**src/rtl/tt_bus_pkg.sv**
```systemverilog
// Shared constants for the TinyTapeout pin-bus responder: FSM encodings,
// address width, pin bit positions and the parity helper.
package tt_bus_pkg;

  localparam int ADDR_W = 3;

  localparam logic [1:0] ST_IDLE    = 2'd0;
  localparam logic [1:0] ST_CAPTURE = 2'd1;
  localparam logic [1:0] ST_ACK     = 2'd2;

  // ui_in bit positions
  localparam int REQ_BIT = 7;
  localparam int WE_BIT  = 6;
  localparam int PAR_BIT = 5;

  // uo_out bit positions
  localparam int ACK_BIT = 0;
  localparam int ERR_BIT = 1;

  // Even parity over data plus parity bit: the XOR of all nine bits must be 0.
  function automatic logic even_parity_ok(input logic [8:0] v);
    return ~(^v);
  endfunction

endpackage

```
**src/rtl/tt_pin_bus_responder_if.sv**
```systemverilog
// TinyTapeout user-pin bundle between the host MCU (master) and the
// register-file responder (slave).
interface tt_pin_bus_responder_if;
  // Handshake: host raises ui_in[7] (req) with we/addr/data held stable;
  // responder raises uo_out[0] (ack) once the command is done; host drops req,
  // responder drops ack. uio_out is valid only while uio_oe == 8'hFF.
  logic [7:0] ui_in;
  logic [7:0] uio_in;
  logic [7:0] uio_out;
  logic [7:0] uio_oe;
  logic [7:0] uo_out;

  modport master (
    output ui_in, uio_in,
    input  uio_out, uio_oe, uo_out
  );

  modport slave (
    input  ui_in, uio_in,
    output uio_out, uio_oe, uo_out
  );
endinterface

```
**src/rtl/tt_sync2.sv**
```systemverilog
// Two-flop synchronizer with synchronous active-low reset for one async bit.
module tt_sync2 (
  input  logic clk,
  input  logic rst_n,
  input  logic d,
  output logic q
);
  logic req_s1;
  logic req_s2;

  always_ff @(posedge clk) begin
    if (!rst_n) begin
      req_s1 <= 1'b0;
      req_s2 <= 1'b0;
    end else begin
      req_s1 <= d;
      req_s2 <= req_s1;
    end
  end

  assign q = req_s2;
endmodule

```
**src/rtl/tt_pin_bus_responder.sv**
```systemverilog
// 4-phase req/ack register-file responder behind the TinyTapeout user pins.
// Optional write parity checking is compiled in with `define BUS_PARITY_EN.
module tt_pin_bus_responder
  import tt_bus_pkg::*;
#(
  parameter logic [7:0] ID_VALUE  = 8'hA5,
  parameter int         REG_COUNT = 8
) (
  input  logic                   clk,
  input  logic                   rst_n,
  tt_pin_bus_responder_if.slave  bus,
  output logic [1:0]             dbg_state
);
  localparam logic [ADDR_W-1:0] ID_ADDR = ADDR_W'(REG_COUNT - 1);

  logic              req_s2;
  logic [1:0]        state;
  logic              we_q;
  logic [ADDR_W-1:0] last_addr_q;
  logic [2:0]        count_q;
  logic              err_q;
  logic [7:0]        rdata_q;
  logic [7:0]        regs [REG_COUNT];

  logic              cmd_we;
  logic [ADDR_W-1:0] cmd_addr;
  logic              parity_ok;
  logic              ack;

  tt_sync2 u_req_sync (
    .clk   (clk),
    .rst_n (rst_n),
    .d     (bus.ui_in[REQ_BIT]),
    .q     (req_s2)
  );

  assign cmd_we   = bus.ui_in[WE_BIT];
  assign cmd_addr = bus.ui_in[ADDR_W-1:0];

`ifdef BUS_PARITY_EN
  logic unused_pins;
  assign unused_pins = ^bus.ui_in[4:3];
  assign parity_ok   = even_parity_ok({bus.uio_in, bus.ui_in[PAR_BIT]});
`else
  logic unused_pins;
  assign unused_pins = ^bus.ui_in[5:3];
  assign parity_ok   = 1'b1;
`endif

  // All command effects land on the edge that leaves CAPTURE, so a reset on
  // that same edge drops a pending write.
  always_ff @(posedge clk) begin
    if (!rst_n) begin
      state       <= ST_IDLE;
      we_q        <= 1'b0;
      last_addr_q <= '0;
      count_q     <= '0;
      err_q       <= 1'b0;
      rdata_q     <= '0;
      for (int i = 0; i < REG_COUNT; i++) regs[i] <= '0;
    end else begin
      case (state)
        ST_IDLE: begin
          if (req_s2) state <= ST_CAPTURE;
        end
        ST_CAPTURE: begin
          we_q        <= cmd_we;
          last_addr_q <= cmd_addr;
          count_q     <= count_q + 3'd1;
          if (cmd_we) begin
            if (!parity_ok) err_q <= 1'b1;
            else if (cmd_addr != ID_ADDR) regs[cmd_addr] <= bus.uio_in;
          end else begin
            rdata_q <= (cmd_addr == ID_ADDR) ? ID_VALUE : regs[cmd_addr];
          end
          state <= ST_ACK;
        end
        ST_ACK: begin
          if (!req_s2) state <= ST_IDLE;
        end
        default: state <= ST_IDLE;
      endcase
    end
  end

  assign ack         = (state == ST_ACK);
  assign bus.uio_out = rdata_q;
  assign bus.uio_oe  = (ack && !we_q) ? 8'hFF : 8'h00;

  always_comb begin
    bus.uo_out          = 8'h00;
    bus.uo_out[ACK_BIT] = ack;
    bus.uo_out[ERR_BIT] = err_q;
    bus.uo_out[4:2]     = last_addr_q;
    bus.uo_out[7:5]     = count_q;
  end

  assign dbg_state = state;
endmodule

```
**src/flat_wrapper.sv**
```systemverilog
// flat-port wrapper written by rule: the top's interface ports become plain ports
module tt_pin_bus_responder_flat import tt_bus_pkg::*;
#(
  parameter logic [7:0] ID_VALUE  = 8'hA5,
  parameter int         REG_COUNT = 8
)
  (clk, rst_n, dbg_state, bus_ui_in, bus_uio_in, bus_uio_out, bus_uio_oe, bus_uo_out);
  tt_pin_bus_responder_if bus_i ();
  input  logic clk;
  input  logic rst_n;
  output logic [1:0] dbg_state;
  input wire logic [$bits(bus_i.ui_in)-1:0] bus_ui_in;
  input wire logic [$bits(bus_i.uio_in)-1:0] bus_uio_in;
  output wire logic [$bits(bus_i.uio_out)-1:0] bus_uio_out;
  output wire logic [$bits(bus_i.uio_oe)-1:0] bus_uio_oe;
  output wire logic [$bits(bus_i.uo_out)-1:0] bus_uo_out;
  assign bus_i.ui_in = bus_ui_in;
  assign bus_i.uio_in = bus_uio_in;
  assign bus_uio_out = bus_i.uio_out;
  assign bus_uio_oe = bus_i.uio_oe;
  assign bus_uo_out = bus_i.uo_out;
  tt_pin_bus_responder #(.ID_VALUE(ID_VALUE), .REG_COUNT(REG_COUNT)) u_core (.clk(clk), .rst_n(rst_n), .bus(bus_i), .dbg_state(dbg_state));
endmodule
```
**config.mk**
```make
export PLATFORM = sky130hd
export DESIGN_NAME = tt_pin_bus_responder_flat
export DESIGN_NICKNAME = d
export VERILOG_FILES = /design/src/rtl/tt_bus_pkg.sv /design/src/rtl/tt_pin_bus_responder_if.sv /design/src/rtl/tt_sync2.sv /design/src/rtl/tt_pin_bus_responder.sv /design/src/flat_wrapper.sv
export SDC_FILE = /design/constraint.sdc
export NUM_CORES = 1
export LEC_CHECK = 0
export CAP_MARGIN = 5
export CELL_PAD_IN_SITES_DETAIL_PLACEMENT = 1
export CELL_PAD_IN_SITES_GLOBAL_PLACEMENT = 1
export CORE_MARGIN = 5
export CORE_UTILIZATION = 47
export DETAILED_ROUTE_END_ITERATION = 6
export GPL_ROUTABILITY_DRIVEN = 0
export PLACE_DENSITY_LB_ADDON = 0.2
export SYNTH_ARGS = -nofsm -noshare
export SYNTH_HDL_FRONTEND = slang
export SYNTH_SLANG_ARGS = --single-unit
```
**constraint.sdc**
```tcl
create_clock -name clk -period 4.36 [get_ports clk]
set_clock_uncertainty 0.2 [all_clocks]
set_input_delay 1.308 -clock clk [delete_from_list [all_inputs] [get_ports clk]]
set_output_delay 1.308 -clock clk [all_outputs]
set_load 0.005 [all_outputs]
```
==> impl_metrics.py <==
metrics = {
    "sta": {
        "post-route-period-util": 0.807,
        "final.setup.tns_ps": 0,
        "setup_viol": 0,
        "period_needed_ps": 3520,
        "hold_ws_ps": 247,
        "hold_viol_final": 0,
        "tightest_slew_ps": 656,
        "fmax_mhz": 284,
        "maxSlewHeadroom": 0.561,
        "slew_violations": 0,
        "rsz0062_at_grt": "false",
    },
    "synth": {
        "synth_ff_type": "edfxtp_1",
        "synth.top_cell.area_share": 0.502,
        "syn_inst": 286,
        "synth_async_sr_flop_share": 0,
        "synthesis.area_mm2": 0.00335,
        "avgSynthCellArea_um2": 11.7,
        "synth_fp_nets": 305,
        "ys_seq_area_frac": 0.616,
        "synth_area_leaders": "edfxtp_1 (50%), dfxtp_1 (11%), nor2_1 (7.3%)",
        "synth_edf_count": 56,
        "yosys-top-cells-count": "nor2_1 (65), edfxtp_1 (56), nand2_1 (29)",
        "synth_most_common_cell": "nor2_1",
        "synth_cell_types": 47,
        "yosysWarnings": 0,
        "synth_area_leader_cell": "edfxtp_1",
        "synth.ff_latch_count": 75,
    },
    "critical_path": {
        "criticalPathCategory": "reg -> out",
        "cp_max_fo": 8,
        "setup.worst_path.start_class": "flip-flop",
        "arrival_ps": 2010,
        "critPathCaptureType": "output pin",
        "critPathRequiredTime_ps": 2850,
    },
    "drt": {
        "drt-pass1-iter-count": 4,
        "wire_per_inst_um": 19.2,
        "viasPerCell": 5.45,
        "drt_iter0_markers": 183,
        "wirelength_um": 8490,
        "vias": 2402,
        "drc": 0,
        "ant_nets": 0,
    },
    "layout": {
        "diodes": 0,
        "syn_to_final_growth_pct": 21.3,
        "drive_above_1_share": 0.162,
        "fin_util": 0.592,
        "final_area_mm2": 0.00406,
        "multi_input_area_mm2": 0.00111,
        "seqCellArea_mm2": 0.00206,
        "nets": 359,
        "num-fill-cells": 722,
    },
    "cts": {
        "clockBufferDepth": 2,
        "cts_htree_levels": 3,
        "cts_tree": "yes",
        "cts-root-buf": "clkbuf_8",
        "cts_buffers": 9,
        "post_cts_buffers": 0,
        "numClockSinks": 75,
        "post_cts_resized": 0,
        "cts_hold_buf": 0,
        "clk_latency_ps": 350,
        "path_clk_slew_ps": 80,
    },
    "floorplan": {
        "initial_utilization": 0.488,
        "io_pins": 44,
        "die_w_um": 94.4,
        "rows": 30,
        "die_area_mm2": 0.00892,
        "fp.dieH_um": 94.4,
        "core_area_mm2": 0.00687,
    },
    "worst_hold_path": {
        "hold_path_class": "reg -> reg",
    },
    "grt": {
        "grt_pass1_vias": 2487,
        "grt_pass1_wl_um": 13100,
        "grtUsageTotal": 0.200,
        "antenna_found_initial": 0,
        "grt_max_degree": 20,
        "grt_overflow": 0,
    },
    "placement": {
        "post_dp_cell_area_mm2": 0.00389,
        "numPortBuffers": 39,
        "dp_hpwl_um": 6180,
    },
    "power_and_ir_drop": {
        "cellPowerDensity_mw_per_mm2": 344,
        "irDropWorstVdd_uv": 182,
        "cellLeakagePower_nw": 1.43,
    },
    "flow_run": {
        "cap_violations": 0,
    },
    "status": {
        "status": "finished, final reports clean",
    },
}
cells in the final DEF (no fill, tap or decap), types with 2 or more instances in the layout:
| cell type | netlist | final |
|---|---|---|
| o21ai_0 | 10 | 10 |
| o21ai_1 | 2 | 2 |
| a21oi_1 | 13 | 13 |
| inv_1 | 2 | 2 |
| and3_1 | 2 | 2 |
| nand3_1 | 2 | 2 |
| o221a_1 | 2 | 2 |
| mux2i_1 | 11 | 11 |
| and2_1 | 2 | 2 |
| nand2_1 | 29 | 29 |
| mux2_2 | 7 | 7 |
| dfxtp_1 | 19 | 19 |
| clkinv_2 | 0 | 4 |
| o2bb2ai_1 | 2 | 2 |
| edfxtp_1 | 56 | 56 |
| buf_4 | 14 | 26 |
| a211oi_1 | 3 | 3 |
| nor3b_1 | 2 | 2 |
| nor2b_1 | 3 | 3 |
| nor4bb_1 | 2 | 2 |
| o221ai_2 | 2 | 2 |
| clkdlybuf4s50_1 | 0 | 39 |
| and4b_1 | 3 | 3 |
| a22oi_1 | 3 | 3 |
| a32o_1 | 2 | 2 |
| clkbuf_8 | 0 | 10 |
| nor2_1 | 65 | 65 |
where the power goes:
group	switching, mW	leakage (nW)	internal, mW	total [mW]
sequential	0.00896	0.721	0.787	0.796
clock	0.257	0.0928	0.219	0.476
combinational	0.0697	0.620	0.0556	0.125
worst max-delay path, cell delays in order, from the launching register on:
cell and delay [ps]:
dfxtp_1 390, and2b_1 260, nor2b_1 400, clkdlybuf4s50_1 610
through the flow:
| step | setup WS, ps | instances | power [mW] |
|---|---|---|---|
| 2_1_floorplan | 1250 | 286 | 0.878 |
| 3_3_place_gp | 510 | 425 | 0.931 |
| 3_5_place_dp | 487 | 425 | 0.937 |
| 4_1_cts | 800 | 441 | 1.40 |
| 5_1_grt | 696 | 441 | 1.45 |
| 6_report | 843 | 441 | 1.40 |
flip-flops by register name (all words and copies together) (netlist names):
| name | cells |
|---|---|
| u_core.u_req_sync.req_s1 | 1 |
| u_core.count_q | 3 |
| u_core.dbg_state | 2 |
| u_core.bus.uio_out | 8 |
| u_core.we_q | 1 |
| u_core.regs | 56 |
| u_core.last_addr_q | 3 |
| u_core.u_req_sync.q | 1 |
cell families after synthesis:
| family | after synthesis | share of synthesized area |
|---|---|---|
| and+or+nand+nor | 118 | 0.161 |
| DFF | 75 | 0.616 |
| AOI/OAI and AO/OA | 44 | 0.0949 |
| buffers and inverters | 25 | 0.0515 |
| muxes | 20 | 0.0665 |
| xor gates and xnor gates | 2 | 0.00523 |
| adders and majority gates | 1 | 0.00373 |
| other | 1 | 0.00112 |
area by class of cell:
type | count | area share
well taps | 96 | 0.0296
flip-flops and latches | 75 | 0.507
repair buffers | 65 | 0.144
inverters | 3 | 0.00277
multi-input cells | 186 | 0.274
clock inverters | 5 | 0.00708
clock buffers | 11 | 0.0348
worst paths after layout:
check | startpoint | end | slack (ps) | cells past startpoint
worst max-delay path | u_core.dbg_state[0]$_SDFFE_PN0P_ | bus_uio_oe[2] | 840 | 3
worst min register to register | u_core.u_req_sync.req_s1$_SDFF_PN0_ | u_core.u_req_sync.q$_SDFF_PN0_ | 250 | 1
worst max register to register | u_core.dbg_state[0]$_SDFFE_PN0P_ | u_core.regs[3][6]$_SDFFCE_PN0P_ | 2310 | 3
worst min-delay path | u_core.u_req_sync.req_s1$_SDFF_PN0_ | u_core.u_req_sync.q$_SDFF_PN0_ | 250 | 1
layer usage:
metal / GRT usage / routed length (µm) / share of wire / vias up
met3: 0.0438 / 397 / 0.047 / 10
met1: 0.241 / 3580 / 0.42 / 1216
met2: 0.353 / 4370 / 0.52 / 54
met4: 0.0710 / 138 / 0.016 / 0
met5: 0 / 0 / 0 / -
li1: - / - / - / 1122
Power figures use the tool's default switching activity.
